### config.mk
export PLATFORM = sky130hd
export DESIGN_NAME = wb_retire_driver_flat
export DESIGN_NICKNAME = d
export VERILOG_FILES = /design/src/rtl/wb_retire_driver_if.sv /design/src/rtl/wb_retire_driver.sv /design/src/flat_wrapper.sv
export SDC_FILE = /design/constraint.sdc
export NUM_CORES = 2
export LEC_CHECK = 0
export CORE_MARGIN = 2
export CORE_UTILIZATION = 39
export CTS_BUF_LIST = sky130_fd_sc_hd__clkbuf_4
export DETAILED_ROUTE_END_ITERATION = 6
export PLACE_DENSITY = 0.6
export SLEW_MARGIN = 20
export SYNTH_ARGS = -nofsm -noshare
export SYNTH_HDL_FRONTEND = slang
export SYNTH_SLANG_ARGS = --single-unit
### constraint.sdc
create_clock -name clk -period 11.85 [get_ports clk]
set_clock_uncertainty 0.15 [all_clocks]
set_input_delay 1.7775 -clock clk [delete_from_list [all_inputs] [get_ports clk]]
set_output_delay 1.7775 -clock clk [all_outputs]
set_load 0.1 [all_outputs]
### src/rtl/wb_retire_driver_if.sv
// Writeback retire bus: retiring entries in on a valid/ready handshake, and
// the registered register/segment-file writeback port set out.
interface wb_retire_driver_if #(
  parameter int CNT_W = 3
);
  logic             flush;
  logic             wb_hold;
  logic             in_valid;
  logic             in_ready;
  logic [63:0]      in_data1, in_data2, in_data3, in_data4;
  logic [15:0]      in_segdata1, in_segdata2, in_segdata3, in_segdata4;
  logic [2:0]       in_addr1, in_addr2, in_addr3, in_addr4;
  logic [2:0]       in_segaddr1, in_segaddr2, in_segaddr3, in_segaddr4;
  logic [1:0]       in_opsize;
  logic [3:0]       in_regld;
  logic [3:0]       in_segld;
  logic [6:0]       in_ptcid;
  logic [63:0]      wb_data1, wb_data2, wb_data3, wb_data4;
  logic [15:0]      wb_segdata1, wb_segdata2, wb_segdata3, wb_segdata4;
  logic [2:0]       wb_addr1, wb_addr2, wb_addr3, wb_addr4;
  logic [2:0]       wb_segaddr1, wb_segaddr2, wb_segaddr3, wb_segaddr4;
  logic [1:0]       wb_opsize;
  logic [3:0]       wb_regld;
  logic [3:0]       wb_segld;
  logic [6:0]       wb_inst_ptcid;
  logic             wb_valid;
  logic [CNT_W-1:0] occ_count;

  modport master (
    output flush, wb_hold, in_valid,
    output in_data1, in_data2, in_data3, in_data4,
    output in_segdata1, in_segdata2, in_segdata3, in_segdata4,
    output in_addr1, in_addr2, in_addr3, in_addr4,
    output in_segaddr1, in_segaddr2, in_segaddr3, in_segaddr4,
    output in_opsize, in_regld, in_segld, in_ptcid,
    input  in_ready,
    input  wb_data1, wb_data2, wb_data3, wb_data4,
    input  wb_segdata1, wb_segdata2, wb_segdata3, wb_segdata4,
    input  wb_addr1, wb_addr2, wb_addr3, wb_addr4,
    input  wb_segaddr1, wb_segaddr2, wb_segaddr3, wb_segaddr4,
    input  wb_opsize, wb_regld, wb_segld, wb_inst_ptcid, wb_valid, occ_count
  );

  modport slave (
    input  flush, wb_hold, in_valid,
    input  in_data1, in_data2, in_data3, in_data4,
    input  in_segdata1, in_segdata2, in_segdata3, in_segdata4,
    input  in_addr1, in_addr2, in_addr3, in_addr4,
    input  in_segaddr1, in_segaddr2, in_segaddr3, in_segaddr4,
    input  in_opsize, in_regld, in_segld, in_ptcid,
    output in_ready,
    output wb_data1, wb_data2, wb_data3, wb_data4,
    output wb_segdata1, wb_segdata2, wb_segdata3, wb_segdata4,
    output wb_addr1, wb_addr2, wb_addr3, wb_addr4,
    output wb_segaddr1, wb_segaddr2, wb_segaddr3, wb_segaddr4,
    output wb_opsize, wb_regld, wb_segld, wb_inst_ptcid, wb_valid, occ_count
  );
endinterface

### src/rtl/wb_retire_driver.sv
// In-order retire FIFO feeding the register/segment-file writeback ports,
// one entry per cycle, with same-address collisions resolved at push time.
module wb_retire_driver #(
  parameter int DEPTH = 4,
  parameter int CNT_W = 3
) (
  input logic               clk,
  input logic               clr,
  wb_retire_driver_if.slave bus
);
  localparam int PTR_W = $clog2(DEPTH);

  typedef struct packed {
    logic [6:0]       ptcid;
    logic [1:0]       opsize;
    logic [3:0]       regld;
    logic [3:0]       segld;
    logic [3:0][63:0] data;
    logic [3:0][15:0] segdata;
    logic [3:0][2:0]  addr;
    logic [3:0][2:0]  segaddr;
  } entry_t;

  entry_t           mem [DEPTH];
  entry_t           in_ent;
  entry_t           head_ent;
  entry_t           wb_q;
  logic             wb_valid_q;
  logic [PTR_W-1:0] wr_ptr_q, rd_ptr_q;
  logic [CNT_W-1:0] occ_q, occ_d;
  logic [3:0][2:0]  in_addr, in_segaddr;
  logic [3:0]       regld_masked, segld_masked;
  logic             push, pop;

  assign in_addr    = {bus.in_addr4, bus.in_addr3, bus.in_addr2, bus.in_addr1};
  assign in_segaddr = {bus.in_segaddr4, bus.in_segaddr3, bus.in_segaddr2, bus.in_segaddr1};

  // A lower slot drops its enable when any higher enabled slot targets the same address.
  genvar gi;
  generate
    for (gi = 0; gi < 4; gi++) begin : g_mask
      logic reg_hit, seg_hit;
      always_comb begin
        reg_hit = 1'b0;
        seg_hit = 1'b0;
        for (int j = gi + 1; j < 4; j++) begin
          if (bus.in_regld[j] && (in_addr[j] == in_addr[gi]))       reg_hit = 1'b1;
          if (bus.in_segld[j] && (in_segaddr[j] == in_segaddr[gi])) seg_hit = 1'b1;
        end
      end
      assign regld_masked[gi] = bus.in_regld[gi] & ~reg_hit;
      assign segld_masked[gi] = bus.in_segld[gi] & ~seg_hit;
    end
  endgenerate

  always_comb begin
    in_ent         = '0;
    in_ent.ptcid   = bus.in_ptcid;
    in_ent.opsize  = bus.in_opsize;
    in_ent.regld   = regld_masked;
    in_ent.segld   = segld_masked;
    in_ent.data    = {bus.in_data4, bus.in_data3, bus.in_data2, bus.in_data1};
    in_ent.segdata = {bus.in_segdata4, bus.in_segdata3, bus.in_segdata2, bus.in_segdata1};
    in_ent.addr    = in_addr;
    in_ent.segaddr = in_segaddr;
  end

  assign bus.in_ready = (occ_q != CNT_W'(DEPTH));
  assign push = bus.in_valid && bus.in_ready && !bus.flush;
  assign pop  = !bus.flush && !bus.wb_hold && (occ_q != '0);
  assign head_ent = mem[rd_ptr_q];

  always_comb begin
    occ_d = occ_q;
    if (bus.flush)        occ_d = '0;
    else if (push && !pop) occ_d = occ_q + CNT_W'(1);
    else if (pop && !push) occ_d = occ_q - CNT_W'(1);
  end

  always_ff @(posedge clk) begin
    if (push) mem[wr_ptr_q] <= in_ent;
  end

  always_ff @(posedge clk or posedge clr) begin
    if (clr) begin
      wr_ptr_q   <= '0;
      rd_ptr_q   <= '0;
      occ_q      <= '0;
      wb_q       <= '0;
      wb_valid_q <= 1'b0;
    end else begin
      occ_q <= occ_d;
      if (bus.flush) begin
        wr_ptr_q <= '0;
        rd_ptr_q <= '0;
      end else begin
        if (push) wr_ptr_q <= wr_ptr_q + PTR_W'(1);
        if (pop)  rd_ptr_q <= rd_ptr_q + PTR_W'(1);
      end
      // Payload registers hold between issues; only the enables return to zero.
      if (pop) begin
        wb_q       <= head_ent;
        wb_valid_q <= 1'b1;
      end else begin
        wb_q.regld <= '0;
        wb_q.segld <= '0;
        wb_valid_q <= 1'b0;
      end
    end
  end

  assign bus.wb_data1      = wb_q.data[0];
  assign bus.wb_data2      = wb_q.data[1];
  assign bus.wb_data3      = wb_q.data[2];
  assign bus.wb_data4      = wb_q.data[3];
  assign bus.wb_segdata1   = wb_q.segdata[0];
  assign bus.wb_segdata2   = wb_q.segdata[1];
  assign bus.wb_segdata3   = wb_q.segdata[2];
  assign bus.wb_segdata4   = wb_q.segdata[3];
  assign bus.wb_addr1      = wb_q.addr[0];
  assign bus.wb_addr2      = wb_q.addr[1];
  assign bus.wb_addr3      = wb_q.addr[2];
  assign bus.wb_addr4      = wb_q.addr[3];
  assign bus.wb_segaddr1   = wb_q.segaddr[0];
  assign bus.wb_segaddr2   = wb_q.segaddr[1];
  assign bus.wb_segaddr3   = wb_q.segaddr[2];
  assign bus.wb_segaddr4   = wb_q.segaddr[3];
  assign bus.wb_opsize     = wb_q.opsize;
  assign bus.wb_regld      = wb_q.regld;
  assign bus.wb_segld      = wb_q.segld;
  assign bus.wb_inst_ptcid = wb_q.ptcid;
  assign bus.wb_valid      = wb_valid_q;
  assign bus.occ_count     = occ_q;
endmodule
### src/flat_wrapper.sv
// flat-port wrapper written by rule: the top's interface ports become plain ports
module wb_retire_driver_flat 
#(
  parameter int DEPTH = 4,
  parameter int CNT_W = 3
)
  (clk, clr, bus_flush, bus_wb_hold, bus_in_valid, bus_in_data1, bus_in_data2, bus_in_data3, bus_in_data4, bus_in_segdata1, bus_in_segdata2, bus_in_segdata3, bus_in_segdata4, bus_in_addr1, bus_in_addr2, bus_in_addr3, bus_in_addr4, bus_in_segaddr1, bus_in_segaddr2, bus_in_segaddr3, bus_in_segaddr4, bus_in_opsize, bus_in_regld, bus_in_segld, bus_in_ptcid, bus_in_ready, bus_wb_data1, bus_wb_data2, bus_wb_data3, bus_wb_data4, bus_wb_segdata1, bus_wb_segdata2, bus_wb_segdata3, bus_wb_segdata4, bus_wb_addr1, bus_wb_addr2, bus_wb_addr3, bus_wb_addr4, bus_wb_segaddr1, bus_wb_segaddr2, bus_wb_segaddr3, bus_wb_segaddr4, bus_wb_opsize, bus_wb_regld, bus_wb_segld, bus_wb_inst_ptcid, bus_wb_valid, bus_occ_count);
  wb_retire_driver_if #(.CNT_W(CNT_W)) bus_i ();
  input logic clk;
  input logic clr;
  input wire logic [$bits(bus_i.flush)-1:0] bus_flush;
  input wire logic [$bits(bus_i.wb_hold)-1:0] bus_wb_hold;
  input wire logic [$bits(bus_i.in_valid)-1:0] bus_in_valid;
  input wire logic [$bits(bus_i.in_data1)-1:0] bus_in_data1;
  input wire logic [$bits(bus_i.in_data2)-1:0] bus_in_data2;
  input wire logic [$bits(bus_i.in_data3)-1:0] bus_in_data3;
  input wire logic [$bits(bus_i.in_data4)-1:0] bus_in_data4;
  input wire logic [$bits(bus_i.in_segdata1)-1:0] bus_in_segdata1;
  input wire logic [$bits(bus_i.in_segdata2)-1:0] bus_in_segdata2;
  input wire logic [$bits(bus_i.in_segdata3)-1:0] bus_in_segdata3;
  input wire logic [$bits(bus_i.in_segdata4)-1:0] bus_in_segdata4;
  input wire logic [$bits(bus_i.in_addr1)-1:0] bus_in_addr1;
  input wire logic [$bits(bus_i.in_addr2)-1:0] bus_in_addr2;
  input wire logic [$bits(bus_i.in_addr3)-1:0] bus_in_addr3;
  input wire logic [$bits(bus_i.in_addr4)-1:0] bus_in_addr4;
  input wire logic [$bits(bus_i.in_segaddr1)-1:0] bus_in_segaddr1;
  input wire logic [$bits(bus_i.in_segaddr2)-1:0] bus_in_segaddr2;
  input wire logic [$bits(bus_i.in_segaddr3)-1:0] bus_in_segaddr3;
  input wire logic [$bits(bus_i.in_segaddr4)-1:0] bus_in_segaddr4;
  input wire logic [$bits(bus_i.in_opsize)-1:0] bus_in_opsize;
  input wire logic [$bits(bus_i.in_regld)-1:0] bus_in_regld;
  input wire logic [$bits(bus_i.in_segld)-1:0] bus_in_segld;
  input wire logic [$bits(bus_i.in_ptcid)-1:0] bus_in_ptcid;
  output wire logic [$bits(bus_i.in_ready)-1:0] bus_in_ready;
  output wire logic [$bits(bus_i.wb_data1)-1:0] bus_wb_data1;
  output wire logic [$bits(bus_i.wb_data2)-1:0] bus_wb_data2;
  output wire logic [$bits(bus_i.wb_data3)-1:0] bus_wb_data3;
  output wire logic [$bits(bus_i.wb_data4)-1:0] bus_wb_data4;
  output wire logic [$bits(bus_i.wb_segdata1)-1:0] bus_wb_segdata1;
  output wire logic [$bits(bus_i.wb_segdata2)-1:0] bus_wb_segdata2;
  output wire logic [$bits(bus_i.wb_segdata3)-1:0] bus_wb_segdata3;
  output wire logic [$bits(bus_i.wb_segdata4)-1:0] bus_wb_segdata4;
  output wire logic [$bits(bus_i.wb_addr1)-1:0] bus_wb_addr1;
  output wire logic [$bits(bus_i.wb_addr2)-1:0] bus_wb_addr2;
  output wire logic [$bits(bus_i.wb_addr3)-1:0] bus_wb_addr3;
  output wire logic [$bits(bus_i.wb_addr4)-1:0] bus_wb_addr4;
  output wire logic [$bits(bus_i.wb_segaddr1)-1:0] bus_wb_segaddr1;
  output wire logic [$bits(bus_i.wb_segaddr2)-1:0] bus_wb_segaddr2;
  output wire logic [$bits(bus_i.wb_segaddr3)-1:0] bus_wb_segaddr3;
  output wire logic [$bits(bus_i.wb_segaddr4)-1:0] bus_wb_segaddr4;
  output wire logic [$bits(bus_i.wb_opsize)-1:0] bus_wb_opsize;
  output wire logic [$bits(bus_i.wb_regld)-1:0] bus_wb_regld;
  output wire logic [$bits(bus_i.wb_segld)-1:0] bus_wb_segld;
  output wire logic [$bits(bus_i.wb_inst_ptcid)-1:0] bus_wb_inst_ptcid;
  output wire logic [$bits(bus_i.wb_valid)-1:0] bus_wb_valid;
  output wire logic [$bits(bus_i.occ_count)-1:0] bus_occ_count;
  assign bus_i.flush = bus_flush;
  assign bus_i.wb_hold = bus_wb_hold;
  assign bus_i.in_valid = bus_in_valid;
  assign bus_i.in_data1 = bus_in_data1;
  assign bus_i.in_data2 = bus_in_data2;
  assign bus_i.in_data3 = bus_in_data3;
  assign bus_i.in_data4 = bus_in_data4;
  assign bus_i.in_segdata1 = bus_in_segdata1;
  assign bus_i.in_segdata2 = bus_in_segdata2;
  assign bus_i.in_segdata3 = bus_in_segdata3;
  assign bus_i.in_segdata4 = bus_in_segdata4;
  assign bus_i.in_addr1 = bus_in_addr1;
  assign bus_i.in_addr2 = bus_in_addr2;
  assign bus_i.in_addr3 = bus_in_addr3;
  assign bus_i.in_addr4 = bus_in_addr4;
  assign bus_i.in_segaddr1 = bus_in_segaddr1;
  assign bus_i.in_segaddr2 = bus_in_segaddr2;
  assign bus_i.in_segaddr3 = bus_in_segaddr3;
  assign bus_i.in_segaddr4 = bus_in_segaddr4;
  assign bus_i.in_opsize = bus_in_opsize;
  assign bus_i.in_regld = bus_in_regld;
  assign bus_i.in_segld = bus_in_segld;
  assign bus_i.in_ptcid = bus_in_ptcid;
  assign bus_in_ready = bus_i.in_ready;
  assign bus_wb_data1 = bus_i.wb_data1;
  assign bus_wb_data2 = bus_i.wb_data2;
  assign bus_wb_data3 = bus_i.wb_data3;
  assign bus_wb_data4 = bus_i.wb_data4;
  assign bus_wb_segdata1 = bus_i.wb_segdata1;
  assign bus_wb_segdata2 = bus_i.wb_segdata2;
  assign bus_wb_segdata3 = bus_i.wb_segdata3;
  assign bus_wb_segdata4 = bus_i.wb_segdata4;
  assign bus_wb_addr1 = bus_i.wb_addr1;
  assign bus_wb_addr2 = bus_i.wb_addr2;
  assign bus_wb_addr3 = bus_i.wb_addr3;
  assign bus_wb_addr4 = bus_i.wb_addr4;
  assign bus_wb_segaddr1 = bus_i.wb_segaddr1;
  assign bus_wb_segaddr2 = bus_i.wb_segaddr2;
  assign bus_wb_segaddr3 = bus_i.wb_segaddr3;
  assign bus_wb_segaddr4 = bus_i.wb_segaddr4;
  assign bus_wb_opsize = bus_i.wb_opsize;
  assign bus_wb_regld = bus_i.wb_regld;
  assign bus_wb_segld = bus_i.wb_segld;
  assign bus_wb_inst_ptcid = bus_i.wb_inst_ptcid;
  assign bus_wb_valid = bus_i.wb_valid;
  assign bus_occ_count = bus_i.occ_count;
  wb_retire_driver #(.DEPTH(DEPTH), .CNT_W(CNT_W)) u_core (.clk(clk), .clr(clr), .bus(bus_i));
endmodule
Word-level counts from Yosys, hierarchy flattened
Memories as Yosys holds them, arrays and structs flattened.
Index checks and enable logic that the tools add are counted.

storage, ports and cells
  register bits after elaboration = 369
  RAM bits = 1444
  bits of input ports = 366
  output and inout bits = 366
  logic and storage cells = 103
  memories kept = 1

memories
  memory      depth  width  rd ports  clocked after memory_dff  write ports  line                    source
  u_core.mem  4      361    1         0                         1            wb_retire_driver.sv:24  entry_t mem [DEPTH];

operators by class
  $add $sub $neg = 4
  equality and inequality tests = 13
  mux-type cells = 23
  bitwise gates (word level) = 12
  reductions and logical operators = 26

operators with widths
  cell                                                                number
  3-bit equality test                                                 12
  1-bit logical AND                                                   18
  1-bit 2-to-1 mux                                                    15
  3-bit 2-to-1 mux                                                    3
  2-bit 2-to-1 mux                                                    4
  8-bit 2-to-1 mux                                                    1
  1-bit bitwise AND                                                   6
  1-bit NOT                                                           6
  3-bit nonzero test                                                  2
  2-bit by 1-bit adder with 2-bit output, second input constant       2
  1-bit logical NOT                                                   4
  2-bit nonzero test                                                  2
  3-bit by 1-bit adder with 3-bit output, second input constant       1
  3-bit != test, second input constant                                1
  3-bit by 1-bit subtractor with 3-bit output, second input constant  1

Depth between registers and ports, before layout
  depth after elaboration = 8
  mapped depth = 9
  gate-level depth less buffers = 8

Worst setup path before layout
OpenSTA, ideal clock, no wires.

  path type = input port to flip-flop
  start point = input bus_flush
  end point = memory u_core.mem[0][0] (netlist bit), enable pin
  library setup time = 0.772 ns
  arrival time = 10.346 ns
  required time = 10.928 ns
  path slack = 0.582 ns
  cell stages on the path = 3
  buffers on the path = 1
  cell sequence = clkbuf_1 nor2_1 and2_1

between the ends
  word-level cells in the longest chain between the ends = 4

ends and longest elaborated chain
  item                                    line                    source
  start, declared                         flat_wrapper.sv:11      input wire logic [$bits(bus_i.flush)-1:0] bus_flush;
  1-bit logical NOT                       wb_retire_driver.sv:69  assign push = bus.in_valid && bus.in_ready && !bus.flush;
  1-bit logical AND                       wb_retire_driver.sv:69
  1-bit 2-to-1 mux                        wb_retire_driver.sv:81  if (push) mem[wr_ptr_q] <= in_ent;
  1-bit 2-to-1 mux (not written as such)  wb_retire_driver.sv:81
  end, declared                           wb_retire_driver.sv:24

No other way between the ends.

Final worst setup path
  start point = register u_core.wb_q, in the netlist u_core.bus.wb_segdata1[4]
  end point = output bus_wb_segdata1[4]

RTL lines
  item                    line                     source
  start, declared         wb_retire_driver.sv:27   entry_t wb_q;
  start signal, assigned  wb_retire_driver.sv:102  wb_q <= head_ent;
  end, declared           flat_wrapper.sv:39       output wire logic [$bits(bus_i.wb_segdata1)-1:0] bus_wb_segdata1;

No word-level cell between the ends.

==> results_dict.tcl <==
set metrics [dict create \
    root_buffer "clkbuf_4" \
    switchingPower_uw 8948 \
    fin_crit_sh_pct 41.41 \
    synth-async-reset-ratio_pct 20.35 \
    syn-cell-area_sq_mm 0.06737 \
    tns_ns 0 \
    grt_pass1_wl_mm 243.9 \
    tightest_slew_ns 1.300 \
    yosys.cell_count.top_type "edfxtp_1" \
    critPathTopFamily "buffers and inverters" \
    maxCapViolCount 0 \
    design_area_sq_mm 0.08313 \
    status "finished clean" \
    synth.net_count 3871 \
    crit_chain "clkdlybuf4s50_1" \
    min_period_ns 4.908 \
    fp.dieW_microns 419.6 \
    dp_hpwl_mm 99.47 \
    p_per_area_mw_per_mm2 260.2 \
    holdBufCountCts 0 \
    cp-start-kind "register" \
    slowest_delay_ns 1.16 \
    switching_share_pct 41.37 \
    die-area_sq_mm 0.1761 \
    initial_core_util_pct 39.28 \
    finalHoldViolations 0 \
    combPwrFrac_pct 36.4 \
    yosys-top-cells-count "edfxtp_1, nand2_1, dfrtp_1" \
    rsz0062_at_grt "false" \
    cp_slowest_cell "clkdlybuf4s50_1" \
    ys_ff_latch 1813 \
    synth_top_area_share_pct 64.36 \
    synth_edf_count 1444 \
    critPathRequiredTime_ns 9.92 \
    syn_inst 3500 \
    arrival_ns 2.98 \
    p_leak_uw 0.03036 \
    routed_wirelength_mm 168.1 \
    syn_to_final_growth_pct 23.38 \
    antenna_found_initial 58 \
    drt_iter0_markers 1814 \
    p_int_uw 12680 \
    dpl_cell_area_sq_mm 0.07683 \
    clock_path_buffers 4 \
    die_h_microns 419.6 \
    seq_area_frac_synth_pct 78.06 \
    synthFlopType "edfxtp_1" \
    synthDistinctLibCells 39 \
    via_per_inst 4.847 \
    drt-wirelength-per-cell_microns 22.94 \
    max_freq_mhz 203.8 \
    synth_top_cell_by_area "edfxtp_1" \
    cp-startpoint "u_core.bus.wb_segdata1[4]" \
    cts.repair.resized 0 \
    worst-path-buf-inv 1 \
    hp-class "register to register" \
    port_buffers 731 \
    numClockSinks 1813 \
    ys_warn_count 0 \
    routed-via-count 35510 \
    worstSetupPathType "register to output port" \
    grt_max_degree 153 \
    hp-start "u_core.bus.wb_data4[32]" \
    grt_pass1_vias 37250 \
    nets 4957 \
    crit_fanout 2 \
    clk_latency_ns 1.34 \
    ys_top_cells_by_area "edfxtp_1, dfrtp_1, mux4_1, nand2_1, mux4_2" \
    cts_tree "yes" \
    clkPwrFrac_pct 25.0 \
    maxSlewHeadroom_pct 13.33 \
    seqPwrFrac_pct 38.6 \
    syn_area_per_cell_sq_um 19.25 \
    pin_count 732 \
    regToRegStartpoint "u_core.bus.occ_count[2]" \
    cp-end-kind "output port" \
    firstDrtPassIters 7 \
    design.core.area_sq_mm 0.1715 \
    peakVddDrop_v 0.0002494 \
    htreeDepth 5 \
    grt_usage_pct 18.93 \
    row_count 152 \
    setup_viol 0 \
    maxSlewViolCount 0 \
    clkSlewWorstSetupHoldPaths_ns 0.07 \
    overflow 0 \
    post-cts-setup-buffers 0 \
    ant_nets 0 \
    drc 0 \
    drive_above_1_share_pct 20.09 \
    place_congestion 0.7540 \
    cts_buffers 471 \
]
## power by group through the flow
stage	combinational (uW)	clock (uW)	sequential [uW]
floorplan	1960	0	12400
global placement	7920	0	8480
detailed placement	7940	0	8500
CTS	7950	5620	8380
global route	8200	5950	8420
finish	7860	5420	8350
## sequential cells by signal (all words and copies together), names as in the netlist, 64 cells and up
register / flops
u_core.mem: 1444
u_core.bus.wb_data1: 64
u_core.bus.wb_data2: 64
u_core.bus.wb_data3: 64
u_core.bus.wb_data4: 64
## worst paths after layout
| kind | depth (start not counted) | endpoint | slack [ns] |
|---|---|---|---|
| setup / recovery | 1 | bus_wb_segdata1[4] | 6.94 |
| hold / removal | 2 | u_core.bus.wb_data4[32] | 0.32 |
| setup reg to reg | 6 | u_core.mem[2][20] | 7.77 |
| hold reg to reg | 2 | u_core.bus.wb_data4[32] | 0.32 |
| max in group asynchronous | 4 | u_core.bus.wb_segdata3[10] | 8.49 |
| min in group asynchronous | 2 | u_core.bus.wb_data3[23] | 0.74 |
## cell type report
cell class | instances | area, sq um
inverters | 8 | 41.29
clock inverters | 144 | 757.0
fillers | 14700 | 88420
flip-flops and latches | 1813 | 52600
repair buffers | 775 | 7691
multi-input cells | 1517 | 13630
well taps | 2310 | 2890
diodes | 39 | 97.59
clock buffers | 721 | 5413
## metrics by stage
stage,setup slack [ns],total power (uW),hold slack (ns),cells,utilization [%]
global route,6.705,22570,0.3518,7324,48.45
detailed placement,5.597,16430,0.3109,6422,44.79
CTS,6.644,21940,0.3266,7287,48.38
finish,6.942,21630,0.3204,7327,48.46
floorplan,0.5825,14410,0.3925,3500,-
global placement,5.653,16400,0.3077,6422,44.80
## per-layer routing
| metal | up-vias | wire length, microns | global-route usage (%) |
|---|---|---|---|
| met5 | - | 63 | 0 |
| met4 | 10 | 6884 | 10.90 |
| met3 | 308 | 8092 | 4.725 |
| met2 | 993 | 89290 | 32.29 |
| met1 | 18240 | 63760 | 21.67 |
| li1 | 15960 | - | - |
## kinds of logic after synthesis
family | synth area share (%)
AO/OA/AOI/OAI | 0.1058
XOR/XNOR | 0.5070
adder cells (fa/ha/maj) | 0.1040
buffers and inverters | 1.738
flip-flops | 78.06
multiplexers | 13.21
AND/OR/NAND/NOR | 6.266
## cells in the final DEF (no fill, tap or decap), types with 2 or more instances in the layout
cell type / count
o41ai_1: 2
a41oi_1: 4
clkinvlp_4: 2
buf_4: 54
clkinv_1: 110
and3_1: 8
nand3_1: 2
clkinv_2: 23
diode_2: 39
and2_4: 4
clkbuf_4: 721
xor2_1: 7
inv_2: 3
mux4_2: 164
dfrtp_1: 367
xnor2_1: 32
ha_1: 4
mux2_2: 2
buf_12: 7
clkdlybuf4s50_1: 708
dfrtp_4: 2
buf_2: 4
bufinv_16: 7
nor2_1: 8
nand4_1: 6
nand2_1: 1060
and4_1: 2
mux4_1: 197
inv_1: 6
edfxtp_1: 1444
Note: power is estimated with default switching activity, not from simulation.
